===== config.mk =====
export PLATFORM = sky130hd
export DESIGN_NAME = usb_tx_packet_sequencer
export DESIGN_NICKNAME = d
export VERILOG_FILES = /design/src/rtl/usb_tx_pkg.sv /design/src/rtl/usb_crc16.sv /design/src/rtl/usb_tx_packet_sequencer.sv
export SDC_FILE = /design/constraint.sdc
export NUM_CORES = 1
export LEC_CHECK = 0
export BUFFER_PORTS_ARGS = -buffer_cell sky130_fd_sc_hd__buf_2
export CAP_MARGIN = 20
export CORE_MARGIN = 2
export CORE_UTILIZATION = 51
export DETAILED_ROUTE_END_ITERATION = 10
export PLACE_DENSITY = 0.75
export SYNTH_ARGS = -nofsm -noshare
export SYNTH_HDL_FRONTEND = slang
export SYNTH_SLANG_ARGS = --single-unit

===== constraint.sdc =====
create_clock -name clk -period 2 [get_ports clk]
set_clock_uncertainty 0.05 [all_clocks]
set_input_delay 0.3 -clock clk [delete_from_list [all_inputs] [get_ports clk]]
set_output_delay 0.3 -clock clk [all_outputs]
set_load 0.05 [all_outputs]

===== src/rtl/usb_tx_pkg.sv =====
// Shared types, protocol constants and CRC16 helper for the USB full-speed TX packet sequencer.
package usb_tx_pkg;

    typedef enum logic [2:0] {
        StIdle,
        StSync,
        StPid,
        StData,
        StCrcLo,
        StCrcHi,
        StEop,
        StDone
    } tx_state_e;

    localparam logic [2:0] TxData0 = 3'd1;
    localparam logic [2:0] TxAck   = 3'd2;
    localparam logic [2:0] TxNak   = 3'd3;
    localparam logic [2:0] TxStall = 3'd4;
    localparam logic [2:0] TxData1 = 3'd5;

    localparam logic [7:0] PidData0 = 8'hC3;
    localparam logic [7:0] PidData1 = 8'h4B;
    localparam logic [7:0] PidAck   = 8'hD2;
    localparam logic [7:0] PidNak   = 8'h5A;
    localparam logic [7:0] PidStall = 8'h1E;

    localparam logic [15:0] Crc16Poly = 16'hA001;
    localparam logic [15:0] Crc16Init = 16'hFFFF;

    // Reflected CRC16, data consumed LSB first.
    function automatic logic [15:0] crc16_byte(input logic [15:0] crc, input logic [7:0] data);
        logic [15:0] c;
        c = crc ^ {8'h00, data};
        for (int i = 0; i < 8; i++) begin
            c = c[0] ? ((c >> 1) ^ Crc16Poly) : (c >> 1);
        end
        return c;
    endfunction

    function automatic logic [7:0] pid_byte(input logic [2:0] kind);
        logic [7:0] pid;
        case (kind)
            TxData0: pid = PidData0;
            TxData1: pid = PidData1;
            TxAck:   pid = PidAck;
            TxNak:   pid = PidNak;
            TxStall: pid = PidStall;
            default: pid = 8'h00;
        endcase
        return pid;
    endfunction

    function automatic logic type_valid(input logic [2:0] kind);
        return (kind >= TxData0) && (kind <= TxData1);
    endfunction

    function automatic logic type_is_data(input logic [2:0] kind);
        return (kind == TxData0) || (kind == TxData1);
    endfunction

endpackage


===== src/rtl/usb_crc16.sv =====
// Byte-wide CRC16 accumulator; init has priority over enable.
module usb_crc16
    import usb_tx_pkg::*;
(
    input  logic        clk,
    input  logic        n_rst,
    input  logic        init,
    input  logic        en,
    input  logic [7:0]  data,
    output logic [15:0] crc
);

    logic [15:0] crc_q, crc_d;

    always_comb begin
        crc_d = crc_q;
        if (init) begin
            crc_d = Crc16Init;
        end else if (en) begin
            crc_d = crc16_byte(crc_q, data);
        end
    end

    always_ff @(posedge clk or negedge n_rst) begin
        if (!n_rst) begin
            crc_q <= Crc16Init;
        end else begin
            crc_q <= crc_d;
        end
    end

    assign crc = crc_q;

endmodule


===== src/rtl/usb_tx_packet_sequencer.sv =====
// USB full-speed TX packet sequencer: SYNC, PID, capped payload, CRC16 and bit-timed EOP,
// feeding one byte at a time to the bit shifter.
module usb_tx_packet_sequencer
    import usb_tx_pkg::*;
#(
    parameter logic [7:0]  SYNC_BYTE   = 8'h80,
    parameter int unsigned MAX_PAYLOAD = 64,
    parameter int unsigned OCC_W       = 7,
    parameter int unsigned EOP_BITS    = 3
) (
    input  logic             clk,
    input  logic             n_rst,
    input  logic             begin_packet,
    input  logic [2:0]       tx_packet,
    input  logic [7:0]       tx_packet_data,
    input  logic [OCC_W-1:0] buffer_occupancy,
    input  logic             byte_done,
    input  logic             bit_strobe,
    output logic [7:0]       shift_data,
    output logic             load_byte,
    output logic             get_tx_data,
    output logic             is_eop,
    output logic             end_packet,
    output logic             busy,
    output logic             err_pid
);

    localparam int unsigned CntW = $clog2(MAX_PAYLOAD + 1);
    localparam int unsigned EopW = $clog2(EOP_BITS + 1);
    localparam logic [CntW-1:0] MaxCnt  = CntW'(MAX_PAYLOAD);
    localparam logic [EopW-1:0] EopLast = EopW'(EOP_BITS - 1);

    tx_state_e       state_q, state_d;
    logic [2:0]      type_q, type_d;
    logic [CntW-1:0] count_q, count_d;
    logic [EopW-1:0] eop_cnt_q, eop_cnt_d;
    logic [7:0]      shift_data_q, shift_data_d;
    logic            load_byte_q, load_byte_d;
    logic            get_tx_data_q, get_tx_data_d;
    logic            is_eop_q, is_eop_d;
    logic            end_packet_q, end_packet_d;
    logic            busy_q, busy_d;
    logic            err_pid_q, err_pid_d;

    logic            crc_init, crc_en;
    logic [15:0]     crc;
    logic [15:0]     crc_inv;
    logic            have_data;
    logic            next_data, next_crc_lo;

    usb_crc16 u_crc16 (
        .clk   (clk),
        .n_rst (n_rst),
        .init  (crc_init),
        .en    (crc_en),
        .data  (tx_packet_data),
        .crc   (crc)
    );

    assign crc_inv   = ~crc;
    assign have_data = (buffer_occupancy != '0);

    always_comb begin
        state_d       = state_q;
        type_d        = type_q;
        count_d       = count_q;
        eop_cnt_d     = eop_cnt_q;
        shift_data_d  = shift_data_q;
        load_byte_d   = 1'b0;
        get_tx_data_d = 1'b0;
        is_eop_d      = is_eop_q;
        end_packet_d  = 1'b0;
        busy_d        = busy_q;
        err_pid_d     = 1'b0;
        crc_init      = 1'b0;
        crc_en        = 1'b0;
        next_data     = 1'b0;
        next_crc_lo   = 1'b0;

        unique case (state_q)
            StIdle: begin
                if (begin_packet) begin
                    if (type_valid(tx_packet)) begin
                        state_d      = StSync;
                        type_d       = tx_packet;
                        count_d      = '0;
                        eop_cnt_d    = '0;
                        load_byte_d  = 1'b1;
                        shift_data_d = SYNC_BYTE;
                        busy_d       = 1'b1;
                    end else begin
                        err_pid_d = 1'b1;
                    end
                end
            end
            StSync: begin
                if (byte_done) begin
                    state_d      = StPid;
                    load_byte_d  = 1'b1;
                    shift_data_d = pid_byte(type_q);
                end
            end
            StPid: begin
                if (byte_done) begin
                    if (!type_is_data(type_q)) begin
                        state_d   = StEop;
                        is_eop_d  = 1'b1;
                        eop_cnt_d = '0;
                    end else if (have_data) begin
                        next_data = 1'b1;
                    end else begin
                        next_crc_lo = 1'b1;
                    end
                end
            end
            StData: begin
                if (byte_done) begin
                    if (have_data && (count_q < MaxCnt)) begin
                        next_data = 1'b1;
                    end else begin
                        next_crc_lo = 1'b1;
                    end
                end
            end
            StCrcLo: begin
                if (byte_done) begin
                    state_d      = StCrcHi;
                    load_byte_d  = 1'b1;
                    shift_data_d = crc_inv[15:8];
                end
            end
            StCrcHi: begin
                if (byte_done) begin
                    state_d   = StEop;
                    is_eop_d  = 1'b1;
                    eop_cnt_d = '0;
                end
            end
            StEop: begin
                if (bit_strobe) begin
                    if (eop_cnt_q == EopLast) begin
                        state_d      = StDone;
                        is_eop_d     = 1'b0;
                        busy_d       = 1'b0;
                        end_packet_d = 1'b1;
                    end else begin
                        eop_cnt_d = eop_cnt_q + EopW'(1);
                    end
                end
            end
            StDone: begin
                state_d  = StIdle;
                crc_init = 1'b1;
            end
            default: state_d = StIdle;
        endcase

        // The CRC register has already absorbed every loaded payload byte by the time we get here.
        if (next_data) begin
            state_d       = StData;
            load_byte_d   = 1'b1;
            shift_data_d  = tx_packet_data;
            get_tx_data_d = 1'b1;
            crc_en        = 1'b1;
            count_d       = count_q + CntW'(1);
        end
        if (next_crc_lo) begin
            state_d      = StCrcLo;
            load_byte_d  = 1'b1;
            shift_data_d = crc_inv[7:0];
        end
    end

    always_ff @(posedge clk or negedge n_rst) begin
        if (!n_rst) begin
            state_q       <= StIdle;
            type_q        <= 3'd0;
            count_q       <= '0;
            eop_cnt_q     <= '0;
            shift_data_q  <= 8'h00;
            load_byte_q   <= 1'b0;
            get_tx_data_q <= 1'b0;
            is_eop_q      <= 1'b0;
            end_packet_q  <= 1'b0;
            busy_q        <= 1'b0;
            err_pid_q     <= 1'b0;
        end else begin
            state_q       <= state_d;
            type_q        <= type_d;
            count_q       <= count_d;
            eop_cnt_q     <= eop_cnt_d;
            shift_data_q  <= shift_data_d;
            load_byte_q   <= load_byte_d;
            get_tx_data_q <= get_tx_data_d;
            is_eop_q      <= is_eop_d;
            end_packet_q  <= end_packet_d;
            busy_q        <= busy_d;
            err_pid_q     <= err_pid_d;
        end
    end

    assign shift_data  = shift_data_q;
    assign load_byte   = load_byte_q;
    assign get_tx_data = get_tx_data_q;
    assign is_eop      = is_eop_q;
    assign end_packet  = end_packet_q;
    assign busy        = busy_q;
    assign err_pid     = err_pid_q;

endmodule


==> flow_summary.toml <==
[global_routing]
antenna_found_initial = 0
grt_overflow_total = 0
grt_max_degree = 21
track_usage = 0.241
grt_pass1_vias = 2186
grt_pass1_wl_um = 10300

[min_path]
hold_path_depth = 3
worstHoldStart = "tx_packet[2]"
hold_path_end = "type_q[2]$_DFFE_PN0P_"
hp-class = "input pin to flop"

[yosys]
ys_async_sr_fraction = 1.00
seq_area_frac_synth = 0.448
synth_area_um2 = 2560
synth-edff-count = 0
synth_area_leader_cell = "dfrtp_1"
syn_area_per_cell_um2 = 9.14
ys_top_cells_by_area = "dfrtp_1, dfstp_2, o21ai_0, xnor2_1, a21oi_1"
synth_top_area_frac = 0.284
synth_cell_types = 49
ys.flop_type = "dfrtp_1"
synth-seq-cells = 45
syn_inst = 280
netlist_top_cells_count = "o21ai_0, nand2_1, dfrtp_1"
syn_nets = 305
yosysMostFrequentCell = "o21ai_0"
yosys_warnings = 0

[routing]
wl_per_cell_um = 15.5
vias = 2326
firstDrtPassIters = 5
first_iter_violations = 217
drc = 0
vias_per_cell = 5.66
drtAntennaViolNets = 0
wirelength_um = 6360

[sta]
period_needed_ns = 2.03
grt_setup_unrepaired = "yes"
setup_viol = 1
max_slew_margin = 0.618
worst_slack_ns = -0.0333
tightest_slew_ns = 0.573
holdWs_ns = 0.216
max_clock_freq_mhz = 492
finalHoldViolations = 0
slew_violations = 0
fin_crit_sh = 1.02

[placed_design]
io_buffers = 36
gp_congestion = 0.863
hpwlAfterDp_um = 4390

[critical_path]
critPathRequiredTime_ns = 2.19
critPathMaxStageDelay_ns = 0.56
critPathKind = "flop to flop"
crit_fanout = 2
slowest_stage = "dfstp_2"
cp-start-kind = "flop"
arrival_ns = 2.22
r2r_cells = 6
r2r_end = "u_crc16.crc[0]$_DFFE_PN1P_"
critPathCaptureType = "flop"
ff2ff_setup_slack_ns = -0.03
crit_chain = "xnor2_2 > xnor3_1 > xnor3_2 > xor2_2 > xor2_1 > a21oi_1"
r2r-start = "u_crc16.crc[6]$_DFFE_PN1P_"
cp_num_buf_inv = 0
crit_family = "XOR/XNOR gates"

[clock_network]
clockBufferDepth = 2
cts_tree = "built"
path_clk_slew_ns = 0.09
cts.sink_count = 45
cts_root_buffer = "clkbuf_8"
clk_latency_ns = 0.30
cts_buffers = 5
cts_max_level = 2

[finish]
final_nets = 368
synthToLayoutAreaGrowth_pct = 27.2
drive_gt1_frac = 0.366
diodes = 0
nFillCells = 396
final_util = 0.680

[floorplan]
rows = 25
fp.dieH_um = 74.8
initial_core_util = 0.535
core-area_um2 = 4790
die-area_um2 = 5600
pin_count = 37
die-width_um = 74.8

[run_status]
violations = "negative setup slack"
status = "complete, but fails checks"

[power_and_ir_drop]
power_density_nw_per_um2 = 1560
ir_drop_mv = 0.602
power_leakage_nw = 1.43

[job]
maxCapViolations = 0
## kinds of logic after synthesis
family | count (synthesis) | synth area share
adder cells (fa/ha/maj) | 2 | 0.00978
AO/OA/AOI/OAI | 88 | 0.199
buffers and inverters | 23 | 0.0396
multiplexers | 7 | 0.0303
flip-flops | 45 | 0.448
XOR/XNOR | 23 | 0.0954
AND/OR/NAND/NOR | 92 | 0.178
## cell type report
class	count	area [um2]	share of cell area
timing repair buffer	71	487	0.150
multi-input combinational	212	1420	0.436
sequential	45	1150	0.352
inverter	8	32.5	0.00999
tap	67	83.8	0.0257
clock inverter	2	12.5	0.00384
clock buffer	6	72.6	0.0223
## layer usage
layer  track usage  vias to the layer above  wire [um]
met1         0.347                     1107       2770
li1              -                     1123          -
met3        0.0509                       13        383
met4        0.0655                        0         94
met2         0.372                       83       3110
met5             0                        -          0
## metrics by stage
stage	power, mW	cells	setup slack, ns	setup TNS, ns	instance area, um2
2_1_floorplan	3.39	280	0.0762	0	2560
3_3_place_gp	4.06	398	0.0544	0	2990
3_5_place_dp	4.11	398	0.00400	0	2990
4_1_cts	4.77	407	0.00236	0	3120
5_1_grt	5.41	411	-0.0880	-0.129	3260
6_report	5.07	411	-0.0333	-0.0333	3260
## flip-flops by register name, indices dropped and copies added (netlist names)
signal	cells
busy	1
count_q	7
end_packet	1
eop_cnt_q	2
err_pid	1
get_tx_data	1
is_eop	1
load_byte	1
shift_data	8
state_q	3
type_q	3
u_crc16.crc	16
## cell usage in the layout, fill, tap and decap left out, types with 2 or more instances in the layout
| cell type | count |
|---|---|
| o21ai_0 | 33 |
| nor2b_1 | 6 |
| xnor2_1 | 11 |
| o221ai_1 | 5 |
| nor3_1 | 11 |
| o211ai_1 | 4 |
| nor2_1 | 21 |
| xor2_2 | 2 |
| a41oi_1 | 2 |
| and3_1 | 3 |
| nand2_1 | 32 |
| o21ai_1 | 3 |
| xnor2_2 | 7 |
| mux2_2 | 6 |
| buf_2 | 36 |
| clkbuf_8 | 5 |
| a21oi_1 | 26 |
| inv_4 | 3 |
| buf_4 | 30 |
| inv_1 | 6 |
| o22ai_1 | 2 |
| nand4_1 | 2 |
| nand3_1 | 2 |
| dfstp_2 | 16 |
| dfrtp_1 | 28 |
| ha_1 | 2 |
| a31oi_1 | 3 |
## worst reg2reg max path, stage by stage (launching register included)
cell	delay (ns)
dfstp_2	0.56
xnor2_2	0.14
xnor3_1	0.43
xnor3_2	0.27
xor2_2	0.20
xor2_1	0.19
a21oi_1	0.13
## power by group
group / switching (mW) / internal (mW) / leakage (nW)
sequential: 0.231 / 1.26 / 0.527
clock: 0.316 / 0.248 / 0.0461
combinational: 1.66 / 1.36 / 0.857
total: 2.21 / 2.86 / 1.43
## worst max path at each step
stage | from | endpoint | slack, ns | cells after the start
after floorplan | u_crc16.crc[0]$_DFFE_PN1P_ | u_crc16.crc[0]$_DFFE_PN1P_ | 0.08 | 6
after global placement | state_q[0]$_DFFE_PN0P_ | state_q[1]$_DFFE_PN0P_ | 0.05 | 7
after detailed placement | state_q[0]$_DFFE_PN0P_ | state_q[1]$_DFFE_PN0P_ | 0.004 | 7
after CTS | u_crc16.crc[3]$_DFFE_PN1P_ | u_crc16.crc[0]$_DFFE_PN1P_ | 0.002 | 6
after global routing | u_crc16.crc[6]$_DFFE_PN1P_ | u_crc16.crc[0]$_DFFE_PN1P_ | -0.09 | 6
final | u_crc16.crc[6]$_DFFE_PN1P_ | u_crc16.crc[0]$_DFFE_PN1P_ | -0.03 | 6
## repair_timing
item	CTS	global route
cloned	0	1
pin swaps	3	5
resized for setup	6	23
endpoints found under the hold margin	2	0
endpoints found under the setup margin	2	18
hold buffers	1	0
buffers inserted	0	3
(Power assumes the default switching activity.)
